**config.mk**
```make
export PLATFORM = sky130hd
export DESIGN_NAME = bcd_fib_inv
export DESIGN_NICKNAME = d
export VERILOG_FILES = /design/src/rtl/bcd_fib_inv_pkg.sv /design/src/rtl/bcd_fib_inv_bcd4_to_bin.sv /design/src/rtl/bcd_fib_inv.sv
export SDC_FILE = /design/constraint.sdc
export NUM_CORES = 1
export LEC_CHECK = 0
export BUFFER_PORTS_ARGS = -buffer_cell sky130_fd_sc_hd__buf_2
export CELL_PAD_IN_SITES_DETAIL_PLACEMENT = 0
export CELL_PAD_IN_SITES_GLOBAL_PLACEMENT = 1
export CORE_MARGIN = 4
export CORE_UTILIZATION = 50
export DETAILED_ROUTE_END_ITERATION = 7
export MAX_ROUTING_LAYER = met4
export PLACE_DENSITY_LB_ADDON = 0.15
export RECOVER_POWER = 25
export SYNTH_ARGS = -nofsm -noshare
export SYNTH_HDL_FRONTEND = slang
export SYNTH_SLANG_ARGS = --single-unit
export TNS_END_PERCENT = 1
```
**constraint.sdc**
```tcl
create_clock -name clk -period 4.8 [get_ports clk]
set_input_delay 0.24 -clock clk [delete_from_list [all_inputs] [get_ports clk]]
set_output_delay 0.24 -clock clk [all_outputs]
set_load 0.005 [all_outputs]
```
**src/rtl/bcd_fib_inv_pkg.sv**
```systemverilog
// Shared definitions for the inverse-Fibonacci block and its BCD front end.
// Holds the FSM state encodings, the datapath widths and a digit-check helper.
package bcd_fib_inv_pkg;

    // Binary value converted from four BCD digits (0..9999 fits in 14 bits).
    localparam int unsigned VAL_W      = 14;
    // Fibonacci pair registers; must hold fib(21) = 10946.
    localparam int unsigned FIB_W      = 15;
    // Result index width.
    localparam int unsigned IDX_W      = 5;
    // Largest index the search can return for a 4-digit input.
    localparam int unsigned MAX_IDX    = 20;
    localparam int unsigned NUM_DIGITS = 4;

    // Top-level FSM.
    typedef enum logic [1:0] {
        StIdle   = 2'd0,
        StConv   = 2'd1,
        StSearch = 2'd2,
        StDone   = 2'd3
    } state_e;

    // BCD-to-binary converter FSM.
    typedef enum logic [0:0] {
        CvtIdle = 1'b0,
        CvtConv = 1'b1
    } cvt_state_e;

    // A BCD digit above 9 is not a legal decimal digit.
    function automatic logic digit_invalid(input logic [3:0] d);
        return d > 4'd9;
    endfunction

endpackage

```
**src/rtl/bcd_fib_inv_bcd4_to_bin.sv**
```systemverilog
// Sequential 4-digit BCD to binary converter.
// On start (while idle) the four digits are latched and folded in, most
// significant first, one per cycle: acc <- acc*10 + digit.  done_tick is high
// during the fourth conversion cycle; value/invalid carry the final result in
// that same cycle so a consumer can register them on the following edge.
// Ports:
//   clk, reset (async, active-low)
//   start                 request, sampled only while idle
//   bcd3..bcd0            input digits, bcd3 most significant
//   done_tick             one-cycle pulse, result valid on value/invalid
//   value [VAL_W-1:0]     converted binary value
//   invalid               some latched digit was greater than 9
module bcd_fib_inv_bcd4_to_bin
    import bcd_fib_inv_pkg::*;
(
    input  logic             clk,
    input  logic             reset,
    input  logic             start,
    input  logic [3:0]       bcd3,
    input  logic [3:0]       bcd2,
    input  logic [3:0]       bcd1,
    input  logic [3:0]       bcd0,
    output logic             done_tick,
    output logic [VAL_W-1:0] value,
    output logic             invalid
);

    cvt_state_e       state_q, state_d;
    logic [15:0]      digits_q, digits_d;
    logic [VAL_W-1:0] acc_q, acc_d;
    logic [1:0]       cnt_q, cnt_d;
    logic             invalid_q, invalid_d;

    logic [3:0]       cur_digit;
    logic [VAL_W-1:0] acc_next;
    logic             invalid_next;

    // Digits are shifted out of the top nibble, so the current digit is fixed.
    assign cur_digit    = digits_q[15:12];
    // Illegal digits may wrap the 14-bit accumulator; the result is flagged anyway.
    assign acc_next     = acc_q * VAL_W'(10) + {{(VAL_W - 4){1'b0}}, cur_digit};
    assign invalid_next = invalid_q | digit_invalid(cur_digit);

    always_ff @(posedge clk or negedge reset) begin
        if (!reset) begin
            state_q   <= CvtIdle;
            digits_q  <= '0;
            acc_q     <= '0;
            cnt_q     <= '0;
            invalid_q <= 1'b0;
        end else begin
            state_q   <= state_d;
            digits_q  <= digits_d;
            acc_q     <= acc_d;
            cnt_q     <= cnt_d;
            invalid_q <= invalid_d;
        end
    end

    always_comb begin
        state_d   = state_q;
        digits_d  = digits_q;
        acc_d     = acc_q;
        cnt_d     = cnt_q;
        invalid_d = invalid_q;
        unique case (state_q)
            CvtIdle: begin
                if (start) begin
                    digits_d  = {bcd3, bcd2, bcd1, bcd0};
                    acc_d     = '0;
                    cnt_d     = '0;
                    invalid_d = 1'b0;
                    state_d   = CvtConv;
                end
            end
            CvtConv: begin
                acc_d     = acc_next;
                invalid_d = invalid_next;
                digits_d  = {digits_q[11:0], 4'h0};
                cnt_d     = cnt_q + 2'd1;
                if (cnt_q == 2'(NUM_DIGITS - 1)) begin
                    state_d = CvtIdle;
                end
            end
            default: state_d = CvtIdle;
        endcase
    end

    assign done_tick = (state_q == CvtConv) && (cnt_q == 2'(NUM_DIGITS - 1));
    assign value     = acc_next;
    assign invalid   = invalid_next;

endmodule

```
**src/rtl/bcd_fib_inv.sv**
```systemverilog
// Inverse Fibonacci search with BCD I/O.
// Returns the largest n with fib(n) <= x for a 4-digit BCD input x, as two
// BCD digits, and flags whether x is itself a Fibonacci number.
// Ports:
//   clk, reset (async, active-low)
//   start                   request pulse, sampled only while idle
//   bcd3..bcd0              input value x, bcd3 most significant
//   ready                   high while idle
//   done_tick               one-cycle pulse when the result becomes valid
//   out_bcd1, out_bcd0      index n as two BCD digits (00..20)
//   exact                   fib(n) == x
//   err                     an input digit was greater than 9
module bcd_fib_inv
    import bcd_fib_inv_pkg::*;
(
    input  logic       clk,
    input  logic       reset,
    input  logic       start,
    input  logic [3:0] bcd3,
    input  logic [3:0] bcd2,
    input  logic [3:0] bcd1,
    input  logic [3:0] bcd0,
    output logic       ready,
    output logic       done_tick,
    output logic [3:0] out_bcd1,
    output logic [3:0] out_bcd0,
    output logic       exact,
    output logic       err
);

    state_e           state_q, state_d;
    logic [VAL_W-1:0] acc_q, acc_d;
    logic [FIB_W-1:0] t0_q, t0_d;
    logic [FIB_W-1:0] t1_q, t1_d;
    logic [IDX_W-1:0] n_q, n_d;
    logic [3:0]       out_bcd1_q, out_bcd1_d;
    logic [3:0]       out_bcd0_q, out_bcd0_d;
    logic             exact_q, exact_d;
    logic             err_q, err_d;

    logic             cvt_start;
    logic             cvt_done;
    logic [VAL_W-1:0] cvt_value;
    logic             cvt_invalid;

    logic             fib_le;
    logic [3:0]       idx_tens;
    logic [IDX_W-1:0] idx_ones;

    bcd_fib_inv_bcd4_to_bin u_cvt (
        .clk       (clk),
        .reset     (reset),
        .start     (cvt_start),
        .bcd3      (bcd3),
        .bcd2      (bcd2),
        .bcd1      (bcd1),
        .bcd0      (bcd0),
        .done_tick (cvt_done),
        .value     (cvt_value),
        .invalid   (cvt_invalid)
    );

    // t0/t1 track fib(n)/fib(n+1); advance while the next term still fits.
    assign fib_le = t1_q <= {1'b0, acc_q};

    // n never exceeds MAX_IDX, so two compare/subtract steps give n/10 and n%10.
    always_comb begin
        if (n_q >= IDX_W'(MAX_IDX)) begin
            idx_tens = 4'd2;
            idx_ones = n_q - IDX_W'(20);
        end else if (n_q >= IDX_W'(10)) begin
            idx_tens = 4'd1;
            idx_ones = n_q - IDX_W'(10);
        end else begin
            idx_tens = 4'd0;
            idx_ones = n_q;
        end
    end

    // State and datapath registers.
    always_ff @(posedge clk or negedge reset) begin
        if (!reset) begin
            state_q    <= StIdle;
            acc_q      <= '0;
            t0_q       <= '0;
            t1_q       <= '0;
            n_q        <= '0;
            out_bcd1_q <= '0;
            out_bcd0_q <= '0;
            exact_q    <= 1'b0;
            err_q      <= 1'b0;
        end else begin
            state_q    <= state_d;
            acc_q      <= acc_d;
            t0_q       <= t0_d;
            t1_q       <= t1_d;
            n_q        <= n_d;
            out_bcd1_q <= out_bcd1_d;
            out_bcd0_q <= out_bcd0_d;
            exact_q    <= exact_d;
            err_q      <= err_d;
        end
    end

    // Next-state logic.
    always_comb begin
        state_d = state_q;
        unique case (state_q)
            StIdle: begin
                if (start) state_d = StConv;
            end
            StConv: begin
                if (cvt_done) state_d = cvt_invalid ? StDone : StSearch;
            end
            StSearch: begin
                if (!fib_le) state_d = StDone;
            end
            StDone:  state_d = StIdle;
            default: state_d = StIdle;
        endcase
    end

    // Datapath next values.
    always_comb begin
        acc_d      = acc_q;
        t0_d       = t0_q;
        t1_d       = t1_q;
        n_d        = n_q;
        out_bcd1_d = out_bcd1_q;
        out_bcd0_d = out_bcd0_q;
        exact_d    = exact_q;
        err_d      = err_q;
        unique case (state_q)
            StConv: begin
                if (cvt_done) begin
                    if (cvt_invalid) begin
                        out_bcd1_d = '0;
                        out_bcd0_d = '0;
                        exact_d    = 1'b0;
                        err_d      = 1'b1;
                    end else begin
                        acc_d = cvt_value;
                        t0_d  = '0;
                        t1_d  = FIB_W'(1);
                        n_d   = '0;
                    end
                end
            end
            StSearch: begin
                if (fib_le) begin
                    t0_d = t1_q;
                    t1_d = t0_q + t1_q;
                    n_d  = n_q + IDX_W'(1);
                end else begin
                    out_bcd1_d = idx_tens;
                    out_bcd0_d = idx_ones[3:0];
                    exact_d    = (t0_q == {1'b0, acc_q});
                    err_d      = 1'b0;
                end
            end
            default: ;
        endcase
    end

    // Outputs.
    always_comb begin
        ready     = (state_q == StIdle);
        done_tick = (state_q == StDone);
        cvt_start = (state_q == StIdle) && start;
    end

    assign out_bcd1 = out_bcd1_q;
    assign out_bcd0 = out_bcd0_q;
    assign exact    = exact_q;
    assign err      = err_q;

endmodule

```
# Word-level counts from Yosys, hierarchy flattened
# Cells that the tools add are included.
# totals
reg_bits	95
input_bits	19
out_inout_bits	12
wordCells	94
# classes
add_sub_neg	6
multipliers	1
order_cmp	4
n_eq_ne	12
muxes	46
bitwise	3
reduce_logical	8
# ops
cell	count
two-way mux 15 bit	6
one-hot mux 15 bit (2 select lines)	2
one-hot mux 16 bit (2 select lines)	1
two-way mux 4 bit	7
one-hot mux 14 bit (2 select lines)	1
two-way mux 16 bit	1
one-hot mux 4 bit (2 select lines)	2
adder 15 bit	1
equality test 15 x 14 -> 1 bit	1
less-or-equal comparator 15 x 14 -> 1 bit	1
two-way mux 5 bit	3
adder 14 x 4 -> 14 bit	1
multiplier 14 x 3 -> 13 bit (second input constant)	1
two-way mux 14 bit	1
!= test 2 bit (second input constant)	7
two-way mux 1 bit	11
one-hot mux 5 bit (2 select lines)	1
two-way mux 2 bit	4
one-hot mux 1 bit (2 select lines)	4
one-hot mux 2 bit (4 select lines)	1
AND reduction 4 bit	2
equality test 2 bit (second input constant)	3
AND reduction 3 bit	2
adder 5 x 1 -> 5 bit (second input constant)	1
other kinds (13)	15

# Logic depth before layout (Yosys ltp)
# depth
word_depth	5
ltp_mapped	11

# Modules after synthesis
# From an unflattened synthesis, not the netlist that was laid out.
# unflattened
cells_unflattened	605
area_unflattened_um2	6035.8
# by_module_without_submodules
module	n_inst	cells_each	area_each_um2	seq_area_each_um2
bcd_fib_inv	1	386	3806.2	1476.4
bcd_fib_inv_bcd4_to_bin	1	219	2229.6	825.8

# Least setup slack after synthesis
# OpenSTA, ideal clock, no wires.
# synth_timing
path_type	register to register
start	reg u_cvt.acc_q[1]
end	reg acc_q[12]
t_arrival_ns	2.576
required_ns	4.675
slack_ns	2.099
stages_incl_launch_ff	12
n_path_buf	0
path_cell_list	dfrtp_1 ha_1 ha_1 inv_1 fa_1 nand2b_1 a21oi_1 xor2_1 nand4b_1 nor3b_2 xor2_1 mux2_2
# synth_between
elab_chain_cells	2
# synth_lines
element	line_no	rtl
start, declared	bcd_fib_inv_bcd4_to_bin.sv:30	logic [VAL_W-1:0] acc_q, acc_d;
start signal, assigned	bcd_fib_inv_bcd4_to_bin.sv:48	acc_q <= '0;
start signal, assigned	bcd_fib_inv_bcd4_to_bin.sv:54	acc_q <= acc_d;
multiplier 14 x 3 -> 13 bit	bcd_fib_inv_bcd4_to_bin.sv:41	assign acc_next = acc_q * VAL_W'(10) + {{(VAL_W - 4){1'b0}}, cur_digit};
adder 14 x 4 -> 14 bit	bcd_fib_inv_bcd4_to_bin.sv:41	
end signal, assigned	bcd_fib_inv.sv:84	acc_q <= '0;
end signal, assigned	bcd_fib_inv.sv:94	acc_q <= acc_d;
end, declared	bcd_fib_inv.sv:32	logic [VAL_W-1:0] acc_q, acc_d;
# Every way passes these cells.
# A chain may end at the register's enable or synchronous reset.

# Worst setup path in the final report
# Ends and elaborated chain as after synthesis.

==> impl_metrics.py <==
metrics = {
    "cells_and_area": {
        "most-common-layout-cells": "120 x nand2_1, 92 x dfrtp_1, 62 x ha_1, 44 x o21ai_0",
        "fin_nets": 757,
        "final_core_util": 0.567,
        "final_common_cell": "nand2_1",
        "final_cells": 821,
        "drive_above_1_share": 0.115,
        "syn_to_final_growth_pct": 8.92,
        "antenna_cells": 0,
    },
    "timing": {
        "hold_viol_final": 0,
        "period_share": 0.607,
        "report.final.setup_viol": 0,
        "slew_headroom": -0.523,
        "tns_ps": 0,
        "grt_setup_unrepaired": "false",
        "tightest_slew_ps": 2280,
        "period_needed_ps": 2910,
        "slew_violations": 43,
        "max_freq_ghz": 0.343,
        "skew_ps": 8.53,
    },
    "cts": {
        "cts_made_buffers": 9,
        "cts.sinks": 92,
        "cts_root_buffer": "clkbuf_16",
        "path_clk_slew_ps": 60,
        "cts_resized": 0,
        "cts_buffer_depth": 2,
        "cts_setup_buffers": 0,
        "clkLatencyLatePin_ps": 350,
        "cts_tree": "done",
        "cts.htree.levels": 3,
    },
    "floorplanning": {
        "dieArea_mm2": 0.0140,
        "dieWidth_um": 118,
        "start_util": 0.521,
        "die_h_um": 118,
        "design.core.area_mm2": 0.0117,
        "io_pins": 31,
        "rows": 39,
    },
    "placed_design": {
        "routabilityCongestion": 0.864,
        "hpwl_mm": 9.63,
        "dp_cells": 804,
        "io_buffers": 28,
    },
    "hold_path": {
        "hp-start": "bcd0[1]",
        "hp-class": "input pin to flip-flop",
    },
    "detailed_routing": {
        "drc": 0,
        "routedWlPerCell_um": 15.6,
        "routed_wl_mm": 12.8,
        "first_pass_iters": 4,
        "ant_nets": 0,
        "viasPerCell": 5.57,
        "drt_iter0_drc": 179,
        "vias": 4573,
    },
    "critical_path": {
        "cp_max_fo": 4,
        "path_class": "flip-flop to flip-flop",
        "startpoint_type": "flip-flop",
        "crit_path_start": "u_cvt.acc_q[1]",
        "end_kind": "flip-flop",
        "rr_startpoint": "u_cvt.acc_q[1]",
        "crit_required_ps": 5030,
        "worst-endpoint-arrival_ps": 3140,
    },
    "power": {
        "clkPwrFrac": 0.181,
        "power.total_mw": 4.08,
        "power.switching_mw": 1.75,
        "peakVddDrop_uv": 278,
        "internal_power_mw": 2.33,
        "power_per_cell_area_mw_per_mm2": 617,
        "p_leak_nw": 3.24,
        "pwr-share-comb": 0.521,
        "p_seq_frac": 0.298,
        "switching_share": 0.429,
    },
    "logic_synthesis": {
        "synth_seq_cells": 92,
        "seq_area_frac_synth": 0.379,
        "postSynth.asyncResetShare": 1.00,
        "ys.flop_type": "dfrtp_1",
        "syn_avg_cell_area_um2": 9.30,
        "synth_warnings": 0,
        "synth_edf_count": 0,
        "synth_cells": 653,
        "synth_cell_types": 60,
        "synthesis.area_mm2": 0.00607,
    },
    "status": {
        "status": "finished with violations",
        "violations": "max-capacitance violations, max-slew violations",
    },
    "grt": {
        "antenna_found_initial": 0,
        "grt-ovfl-total": 0,
        "grt_max_degree": 61,
        "grt_pass1_vias": 4522,
        "grt_pass1_wl_mm": 22.0,
        "grtUsageTotal": 0.197,
    },
    "run": {
        "max_cap_viol_count": 1,
    },
}
Yosys cell counts, types with 2 or more instances:
master	instances	share of area
a211o_1	2	0.0029
a211oi_1	3	0.0037
a21o_1	13	0.016
a21oi_1	33	0.027
buf_2	2	0.0016
buf_4	2	0.0025
buf_6	4	0.0074
clkbuf_1	18	0.011
dfrtp_1	92	0.38
fa_1	3	0.0099
ha_1	62	0.13
inv_1	33	0.020
mux2_2	15	0.028
mux2i_1	21	0.035
nand2_1	120	0.074
nand2b_1	6	0.0062
nand3_1	14	0.012
nand4_1	11	0.011
nor2_1	25	0.015
nor2b_1	4	0.0041
nor3_1	3	0.0025
nor3_2	2	0.0033
nor3b_1	2	0.0025
nor4_1	3	0.0031
nor4b_1	2	0.0029
o211ai_1	7	0.0087
o21a_1	3	0.0037
o21ai_0	44	0.036
o21ai_1	19	0.016
o21ai_2	6	0.0087
o21bai_1	4	0.0049
o31ai_1	5	0.0062
xnor2_1	23	0.033
xor2_1	21	0.030
power groups by stage:
stage	sequential [mW]	clock (mW)	combinational (mW)
after floorplan	1.17	0	1.71
after detailed placement	1.23	0	2.14
after CTS	1.22	0.758	2.15
after global routing	1.25	0.795	2.40
after global placement	1.22	0	2.07
final	1.22	0.739	2.13
kinds of logic (layout without fill, tap and decap cells):
family	count (synthesis)	count (layout)	synth area share
flip-flops	92	92	0.379
multiplexers	37	37	0.0649
other	1	2	0.000617
buffers and inverters	59	83	0.0431
adder cells (fa/ha/maj)	65	65	0.138
XOR/XNOR	44	44	0.0635
AND/OR/NAND/NOR	200	200	0.150
AO/OA/AOI/OAI	155	155	0.161
what timing repair did:
action,CTS,global route
hold endpoints to repair,41,0
setup endpoints to repair,0,0
hold buffers,1,0
critical path, stage by stage (launching register included):
cell and delay, ps:
dfrtp_1 440, ha_1 310, ha_1 180, inv_1 60, fa_1 390, nand2b_1 190, a21oi_1 170, xor2_1 270
nand4b_1 190, nor3b_2 210, xor2_1 100, mux2_2 270
flip-flops by register name, summed over array words and instances (netlist names):
name / cells
exact: 1
n_q: 5
out_bcd1: 2
out_bcd0: 4
u_cvt.invalid_q: 1
u_cvt.cnt_q: 2
u_cvt.digits_q: 16
acc_q: 14
err: 1
state_q: 2
t1_q: 15
u_cvt.acc_q: 13
t0_q: 15
u_cvt.state_q: 1
path summary, 6_finish.rpt:
check	endpoint	slack, ps	depth (start not counted)
max	acc_q[12]	1890	11
min	u_cvt.digits_q[1]	140	3
max reg2reg	acc_q[12]	1890	11
min reg2reg	u_cvt.digits_q[14]	480	2
max in group asynchronous	u_cvt.digits_q[7]	2000	3
min in group asynchronous	u_cvt.cnt_q[1]	1100	2
per-layer routing:
layer  part of all wire  GRT usage  up-vias
met1               0.47      0.256     2180
li1                   -          -     2312
met3              0.036     0.0449       17
met5                  0          -        -
met4              0.012     0.0432        0
met2               0.49      0.315       64
per-stage QoR:
| step | instance area, um^2 | worst slack, ps | hold slack, ps |
|---|---|---|---|
| after CTS | 6620 | 1860 | 134 |
| after detailed placement | 6300 | 1880 | 272 |
| after global placement | 6300 | 1960 | 257 |
| after global routing | 6620 | 1460 | 139 |
| final | 6620 | 1890 | 143 |
| after floorplan | 6080 | 2100 | -55.6 |
area by class of cell:
class                           count  area, um^2
Fill cell                        1055        5050
Clock buffer                       13         270
Inverter                           33         124
Timing Repair Buffer               34         183
Multi-Input combinational cell    503        3510
Sequential cell                    92        2300
Clock inverter                      3        43.8
Tap cell                          143         179
Note: power is estimated with default switching activity, not from simulation.
